$ cat config.mk
export PLATFORM = sky130hd
export DESIGN_NAME = prb_cfg_ctrl
export DESIGN_NICKNAME = d
export VERILOG_FILES = /design/src/rtl/prb_pkg.sv /design/src/rtl/prb_rr_arb2.sv /design/src/rtl/prb_cfg_ctrl.sv
export SDC_FILE = /design/constraint.sdc
export NUM_CORES = 1
export LEC_CHECK = 0
export ABC_AREA = 1
export CORE_ASPECT_RATIO = 2
export CORE_MARGIN = 2
export CORE_UTILIZATION = 44
export DETAILED_ROUTE_END_ITERATION = 10
export PLACE_DENSITY = 0.87
export SLEW_MARGIN = 20
export SYNTH_ARGS = -nofsm -noshare
export SYNTH_HDL_FRONTEND = slang
export SYNTH_HIERARCHICAL = 1
export SYNTH_SLANG_ARGS = --single-unit
$ cat constraint.sdc
create_clock -name clk -period 1.9 [get_ports clk]
set_input_delay 0.38 -clock clk [delete_from_list [all_inputs] [get_ports clk]]
set_output_delay 0.38 -clock clk [all_outputs]
set_load 0.02 [all_outputs]
$ cat src/rtl/prb_pkg.sv
`default_nettype none
// ============================================================================
//  Module   : prb_pkg
//  Brief    : Shared widths, FSM states and byte-packing bounds for the
//             parameter-registry load path.
//  Revision : 1.0  initial release
// ============================================================================
package prb_pkg;

    localparam int MASK_W = 11;
    localparam int CODE_W = 11;
    localparam int SJW_W  = 2;

    // Field bounds of the three-byte stream; the registry unpacks with these.
    localparam int B0_MASK_MSB = 7;
    localparam int B1_MASK_LSB = 8;
    localparam int B1_MASK_MSB = 10;
    localparam int B1_CODE_MSB = 4;
    localparam int B2_CODE_LSB = 5;
    localparam int B2_CODE_MSB = 10;

    typedef enum logic [2:0] {
        ST_IDLE    = 3'd0,
        ST_SEND_ID = 3'd1,
        ST_BYTE0   = 3'd2,
        ST_BYTE1   = 3'd3,
        ST_BYTE2   = 3'd4,
        ST_SETTLE  = 3'd5,
        ST_CHECK   = 3'd6
    } prb_state_e;

    function automatic logic [7:0] pack_byte(
        input logic [1:0]        sel,
        input logic [MASK_W-1:0] mask,
        input logic [CODE_W-1:0] code,
        input logic [SJW_W-1:0]  sjw
    );
        logic [7:0] b;
        case (sel)
            2'd0:    b = mask[B0_MASK_MSB:0];
            2'd1:    b = {code[B1_CODE_MSB:0], mask[B1_MASK_MSB:B1_MASK_LSB]};
            2'd2:    b = {sjw, code[B2_CODE_MSB:B2_CODE_LSB]};
            default: b = 8'h00;
        endcase
        return b;
    endfunction

endpackage
`default_nettype wire

$ cat src/rtl/prb_rr_arb2.sv
`default_nettype none
// ============================================================================
//  Module   : prb_rr_arb2
//  Brief    : Two-way round-robin arbiter; pointer moves only on advance.
//  Revision : 1.0  initial release
// ============================================================================
module prb_rr_arb2 (
    input  logic       clk,
    input  logic       reset,
    input  logic [1:0] req,
    input  logic       advance,
    output logic [1:0] gnt
);

    // ptr_q = 1 gives requester 1 priority on a tie
    logic ptr_q;
    logic ptr_d;

    always_comb begin
        gnt   = 2'b00;
        ptr_d = ptr_q;
        case (req)
            2'b01:   gnt = 2'b01;
            2'b10:   gnt = 2'b10;
            2'b11:   gnt = ptr_q ? 2'b10 : 2'b01;
            default: gnt = 2'b00;
        endcase
        if (advance && (gnt != 2'b00)) begin
            ptr_d = gnt[0];
        end
    end

    always_ff @(posedge clk) begin
        if (reset) begin
            ptr_q <= 1'b0;
        end else begin
            ptr_q <= ptr_d;
        end
    end

endmodule
`default_nettype wire

$ cat src/rtl/prb_cfg_ctrl.sv
`default_nettype none
// ============================================================================
//  Module   : prb_cfg_ctrl
//  Brief    : Arbitrates two requesters, streams mask/code/sjw to the
//             parameter registry and verifies the readback with retries.
//  Revision : 1.0  initial release
// ============================================================================
module prb_cfg_ctrl
    import prb_pkg::*;
#(
    parameter int SETTLE_CYC = 2,
    parameter int MAX_RETRY  = 2
) (
    input  logic              clk,
    input  logic              reset,
    input  logic [1:0]        req,
    input  logic [MASK_W-1:0] req0_mask,
    input  logic [MASK_W-1:0] req1_mask,
    input  logic [CODE_W-1:0] req0_code,
    input  logic [CODE_W-1:0] req1_code,
    input  logic [SJW_W-1:0]  req0_sjw,
    input  logic [SJW_W-1:0]  req1_sjw,
    output logic [1:0]        gnt,
    output logic              param_id,
    output logic [7:0]        data,
    input  logic [MASK_W-1:0] rb_mask,
    input  logic [CODE_W-1:0] rb_code,
    input  logic [SJW_W-1:0]  rb_sjw,
    output logic              busy,
    output logic              done,
    output logic              err,
    output logic              done_id
);

    localparam logic [3:0] c_settle_init = 4'(SETTLE_CYC - 1);
    localparam logic [1:0] c_max_retry   = 2'(MAX_RETRY);

    prb_state_e        state_q, state_d;
    logic              idx_q, idx_d;
    logic [MASK_W-1:0] mask_q, mask_d;
    logic [CODE_W-1:0] code_q, code_d;
    logic [SJW_W-1:0]  sjw_q, sjw_d;
    logic [1:0]        retry_q, retry_d;
    logic [3:0]        settle_q, settle_d;

    logic [1:0]        w_arb_gnt;
    logic              w_arb_adv;
    logic              w_rb_match;

    prb_rr_arb2 u_arb (
        .clk     (clk),
        .reset   (reset),
        .req     (req),
        .advance (w_arb_adv),
        .gnt     (w_arb_gnt)
    );

    assign w_rb_match = (rb_mask == mask_q) && (rb_code == code_q) && (rb_sjw == sjw_q);

    always_comb begin
        state_d   = state_q;
        idx_d     = idx_q;
        mask_d    = mask_q;
        code_d    = code_q;
        sjw_d     = sjw_q;
        retry_d   = retry_q;
        settle_d  = settle_q;
        w_arb_adv = 1'b0;
        gnt       = 2'b00;
        param_id  = 1'b0;
        data      = 8'h00;
        done      = 1'b0;
        err       = 1'b0;

        case (state_q)
            ST_IDLE: begin
                // Reset gating keeps gnt quiet while reset is held in IDLE.
                if (!reset && (w_arb_gnt != 2'b00)) begin
                    gnt       = w_arb_gnt;
                    w_arb_adv = 1'b1;
                    idx_d     = w_arb_gnt[1];
                    mask_d    = w_arb_gnt[1] ? req1_mask : req0_mask;
                    code_d    = w_arb_gnt[1] ? req1_code : req0_code;
                    sjw_d     = w_arb_gnt[1] ? req1_sjw  : req0_sjw;
                    retry_d   = 2'd0;
                    state_d   = ST_SEND_ID;
                end
            end
            ST_SEND_ID: begin
                param_id = 1'b1;
                state_d  = ST_BYTE0;
            end
            ST_BYTE0: begin
                data    = pack_byte(2'd0, mask_q, code_q, sjw_q);
                state_d = ST_BYTE1;
            end
            ST_BYTE1: begin
                data    = pack_byte(2'd1, mask_q, code_q, sjw_q);
                state_d = ST_BYTE2;
            end
            ST_BYTE2: begin
                data     = pack_byte(2'd2, mask_q, code_q, sjw_q);
                settle_d = c_settle_init;
                state_d  = ST_SETTLE;
            end
            ST_SETTLE: begin
                if (settle_q == 4'd0) begin
                    state_d = ST_CHECK;
                end else begin
                    settle_d = settle_q - 4'd1;
                end
            end
            ST_CHECK: begin
                if (w_rb_match) begin
                    done    = !reset;
                    state_d = ST_IDLE;
                end else if (retry_q < c_max_retry) begin
                    retry_d = retry_q + 2'd1;
                    state_d = ST_SEND_ID;
                end else begin
                    err     = !reset;
                    state_d = ST_IDLE;
                end
            end
            default: state_d = ST_IDLE;
        endcase

        busy    = (state_q != ST_IDLE);
        done_id = (done | err) & idx_q;
    end

    always_ff @(posedge clk) begin
        if (reset) begin
            state_q  <= ST_IDLE;
            idx_q    <= 1'b0;
            mask_q   <= '0;
            code_q   <= '0;
            sjw_q    <= '0;
            retry_q  <= 2'd0;
            settle_q <= 4'd0;
        end else begin
            state_q  <= state_d;
            idx_q    <= idx_d;
            mask_q   <= mask_d;
            code_q   <= code_d;
            sjw_q    <= sjw_d;
            retry_q  <= retry_d;
            settle_q <= settle_d;
        end
    end

endmodule
`default_nettype wire
==> Yosys cells after proc, flatten, opt, wreduce, memory -nomap -nowiden <==
Index checks and enable logic that the tools add are counted.
{ "word_totals": {"inputBits": 76, "word_cells": 72, "out_inout_bits": 15, "register_bits": 35} }
{ "op_classes": {"mux": 27, "addsub": 2, "eq_ne": 17, "magnitude_cmp": 1, "bitwise_logic": 2, "n_reduce_logical": 15} }
{ "op_table": {"columns": ["operator", "count"], "rows": [
  ["case mux 8 bit (3 select lines)", 1],
  ["== test 11 bit", 2],
  ["2-to-1 mux 11 bit", 2],
  ["case mux 3 bit (7 select lines)", 1],
  ["2-to-1 mux 2 bit", 7],
  ["2-to-1 mux 1 bit", 10],
  ["!= test 2 bit (second input constant)", 5],
  ["== test 3 bit (second input constant)", 3],
  ["case mux 4 bit (2 select lines)", 1],
  ["== test 3 x 2 -> 1 bit (second input constant)", 2],
  ["2-to-1 mux 3 bit", 2],
  ["case mux 2 bit (3 select lines)", 1],
  ["AND reduction 2 bit", 3],
  ["nonzero test 2 bit", 3],
  ["== test 2 bit (second input constant)", 2],
  ["logical AND 1 bit", 4],
  ["zero test 4 bit", 1],
  ["2-to-1 mux 4 bit", 1],
  ["case mux 2 bit (2 select lines)", 1],
  ["AND reduction 4 bit", 1],
  ["subtractor 4 x 1 -> 4 bit (second input constant)", 1],
  ["== test 3 x 1 -> 1 bit (second input constant)", 1],
  ["zero test 3 bit", 1],
  ["nonzero test 3 bit", 1],
  ["other kinds (7)", 7]
]} }

==> Logic depth before layout (Yosys ltp) <==
{ "logic_depth": {"word_depth": 7, "depth_mapped": 12, "mapped_depth_nobuf": 12} }

==> Modules after synthesis <==
Netlist, hierarchy kept.
{ "by_module_without_submodules": {"columns": ["mod", "seq_area_each_um2", "instances", "cells_each", "area_each_um2"], "rows": [
  ["prb_cfg_ctrl", 680.7, 1, 392, 2318.5],
  ["prb_rr_arb2", 20.0, 1, 8, 60.1]
]} }

==> Worst setup path after synthesis <==
No wires, ideal clock.
{ "synth_path": {"path_type": "input-to-output", "start": "input rb_mask[2]", "end": "output done_id", "arrival_time_ns": 1.426, "required_time_ns": 1.520, "n_path_buf": 0, "stages": 6, "slack_ns": 0.094, "path_cell_list": "xor2_1 -> nor2_1 -> nand2_1 -> nor2_1 -> nand3_1 -> a211oi_1"} }
{ "synth_via": {"elab_chain_cells": 7, "word_cells_on_any_way": 9, "classes_between": "eq/ne (1); mux (4); bitwise (2); reduce/logical (2)"} }
{ "synth_lines": {"columns": ["element", "line_no", "rtl"], "rows": [
  ["from (decl)", "prb_cfg_ctrl.sv:26", "input logic [MASK_W-1:0] rb_mask,"],
  ["== test 11 bit *", "prb_cfg_ctrl.sv:58", "assign w_rb_match = (rb_mask == mask_q) && (rb_code == code_q) && (rb_sjw == sjw_q);"],
  ["logical AND 1 bit * (2 in a row)", "prb_cfg_ctrl.sv:58", null],
  ["2-to-1 mux 1 bit", "prb_cfg_ctrl.sv:114", "if (w_rb_match) begin"],
  ["2-to-1 mux 1 bit", "prb_cfg_ctrl.sv:75", "case (state_q)"],
  ["bitwise OR 1 bit *", "prb_cfg_ctrl.sv:129", "done_id = (done | err) & idx_q;"],
  ["bitwise AND 1 bit *", "prb_cfg_ctrl.sv:129", null],
  ["to (decl)", "prb_cfg_ctrl.sv:32", "output logic done_id"]
]} }
Mark *: on every way between the ends. The rest lies on a longest branch, timed or not.

==> Worst setup path after layout <==
{ "layout_path": {"start": "register code_q[2]", "end": "output err"} }
{ "layout_via": {"elab_chain_cells": 5} }
{ "layout_lines": {"columns": ["element", "line_no", "rtl"], "rows": [
  ["from (decl)", "prb_cfg_ctrl.sv:41", "logic [CODE_W-1:0] code_q, code_d;"],
  ["from (signal assigned)", "prb_cfg_ctrl.sv:145", "code_q <= code_d;"],
  ["== test 11 bit", "prb_cfg_ctrl.sv:58", null],
  ["logical AND 1 bit (2 in a row)", "prb_cfg_ctrl.sv:58", null],
  ["2-to-1 mux 1 bit", "prb_cfg_ctrl.sv:114", null],
  ["2-to-1 mux 1 bit", "prb_cfg_ctrl.sv:75", null],
  ["to (decl)", "prb_cfg_ctrl.sv:31", "output logic err,"]
]} }
No other way between the ends.

==> results.md <==
* Placer congestion estimate at between 0.8 and 0.9
* Routed wire length at around 12000 µm
* Slew of the pin with the lowest slew margin at about 410 ps
* Hold-fix buffers, CTS at 0
* Vias per cell at approximately 5.8
* Slew HR at 72.3%
* Clk_skew at roughly 14 ps
* Vias in the first global route at 3124
* Syn. warnings at 6
* Clk buf depth at 2
* IO Count at around 90
* Chip width at 56.0 µm
* Initial antenna violation count at 0
* Run status: finished, violations left
* Drt pass-1 iters at 6
* Final Hold Fails at 0
* FFs w/ async S/R, synth at 0%
* Starting Density at 45.9%
* Largest net degree at the start of global routing at 33
* Post-synth net total at approximately 480
* Final setup viols at 16
* Fill count at 285
* Synth top area cells: dfxtp_1 29%, nand2_1 24%, inv_1 9.5%
* Clock root buffer: clkbuf_8
* Startpoint Class: flip-flop
* Mapped cell area at between 2000 and 2500 µm²
* Area of the multi-input gates at 1550 µm²
* Core area at 5180 µm²
* Cell count after synthesis at 400
* DRT iter0 DRCs at 306
* Most frequent cells in the layout: 144 x nand2_1, 80 x buf_4, 51 x inv_1, 49 x clkdlybuf4s50_1
* Tightest hold margin at around 540 ps
* Setup WS post-layout at -334 ps
* Clock sinks at 35
* WL/cell at 18.6 µm
* Met1 Track Usage GR at between 20% and 30%
* Period utilization at 118%
* Overall routing resource usage at 28.3%
* Latest clock arrival within the worst-skew pair at 320 ps
* Count of cell types in the netlist at 34
* EDFF count, synth at 0
* Cell Area, Placed at 3710 µm²
* Port bufs at 90
* Maximum vdd drop at 870 µV
* Core Util, Final at 83.6%
* Gr busiest metal: met2
* GRT overflow at 0
* Number of nets in the layout at 647
* Share of layout cells above drive strength 1 at 32.9%
* Vias at 3650
* Pwr Density at around 600 nW/µm²
* H-tree depth at 2
* First-pass GRT wire length at 13400 µm
* FMAX at 448 MHz
* Fin area at 4330 µm²
* CP arrival at 1850 ps
* Die height at between 100 and 150 µm
* Fin crit period at 2230 ps
* Clk pin slew, worst setup/hold paths at 70 ps
* Area delta synth->final at 82.2%
* Diodes inserted at 0
* Final HPWL DP at 6130 µm
* Failing checks: setup timing
* Most used DFF post-synth: dfxtp_1
* Yosys top cell area share at 29.5%
* Grt met2 use at a little over half
* Total CTS buffers at 5
* Met3 Track Usage GR at 4.43%
* Routed Antenna Nets at 0
* RSZ-0062 raised after global routing: yes
* Req. time, crit path at approximately 1500 ps
* Max-slew violation count at 0
* TritonCTS clock tree: yes
* Crit-path max FO at 4
* Static Leak at 0.00206 µW
* WS Path Type: reg -> out
* DR DRC count at 0
* Yosys top cell by area: dfxtp_1
* Hold Path Class: reg -> reg
* Critical path endpoint category: output pin
* Num rows at 37
* Sequential Area at 736 µm²
* Max Cap Violations at 0
* Register area share after synthesis at 29.5%
* Die area at 6050 µm²
* Post-Syn Area per Cell at 5.95 µm²
* Commonest non-fill, non-tap cell in the layout: nand2_1
* Yosys reg bits at 35
## sequential cells by signal, summed over array words and instances, names as in the netlist
name,flops
settle_q,4
retry_q,2
idx_q,1
state_q,3
code_q,11
u_arb/ptr_q,1
sjw_q,2
mask_q,11
## power by group
part / internal [µW] / switching (µW) / leakage (µW)
logic: 487 / 505 / 0.00170
clock network: 425 / 313 / 0.0000612
registers: 812 / 72.5 / 0.000296
total: 1720 / 891 / 0.00206
## cell usage after synthesis, types with 3 or more instances
master,count
o21ai_1,19
nand2_1,153
nand3_1,6
xnor2_1,4
nor2_1,29
a21oi_1,6
nor3_1,3
inv_2,8
dfxtp_1,35
o221ai_1,8
buf_2,3
clkbuf_1,6
inv_1,60
o21ai_0,8
xor2_1,4
a31oi_1,25
## through the flow
| step | power, µW | cells | TNS [ps] | setup WS [ps] |
|---|---|---|---|---|
| 2_1_floorplan | 1230 | 400 | 0 | 94.4 |
| 3_3_place_gp | 1620 | 590 | -11240 | -926 |
| 3_5_place_dp | 1650 | 590 | -12710 | -909 |
| 4_1_cts | 2370 | 605 | -1770 | -178 |
| 5_1_grt | 2690 | 629 | -2840 | -416 |
| 6_report | 2620 | 629 | -2310 | -334 |
## final cells by class
cell class	count	share of cell area [%]
Clock inverter	2	0.809
Tap cell	58	1.67
Clock buffer	6	1.91
Timing Repair Buffer	176	36.6
Inverter	68	6.18
Sequential cell	35	17.0
Multi-Input combinational cell	284	35.8
## repair_timing
item | 4_1_cts | 5_1_grt
cloned | 0 | 2
resized for setup | 111 | 95
setup buffers | 7 | 22
endpoints found under the setup margin | 17 | 38
pin swaps | 21 | 28
## layer usage
layer  vias up  wire, µm
li1       1610         -
met3       108       895
met1      1653      3690
met5         -         0
met4         0      1080
met2       279      6050
## final timing paths
check,from,cells past startpoint,to,slack (ps)
worst max-delay path,code_q[2]$_SDFFE_PP0P_,11,err,-330
worst min register to register,mask_q[5]$_SDFFE_PP0P_,2,mask_q[5]$_SDFFE_PP0P_,540
worst min-delay path,mask_q[5]$_SDFFE_PP0P_,2,mask_q[5]$_SDFFE_PP0P_,540
worst max register to register,state_q[2]$_SDFFE_PP0P_,13,mask_q[7]$_SDFFE_PP0P_,-10
## critical path, cell delays in order, from the launching register on
cell and delay (ps):
dfxtp_2 370, inv_1 70, nand2_1 70, nand2_1 60, nor2_1 160, nand2_1 100, nor2_2 170, nand3_2 150
buf_4 170, nand3_2 40, inv_1 40, buf_2 150
## kinds of logic after synthesis
logic type / Yosys count / synth area share [%]
xor+xnor: 8 / 2.95
simple gates: 199 / 33.1
buf+inv: 81 / 13.9
compound gates: 76 / 20.1
flops: 35 / 29.5
fa+ha+maj: 1 / 0.526
(Power assumes the default switching activity.)
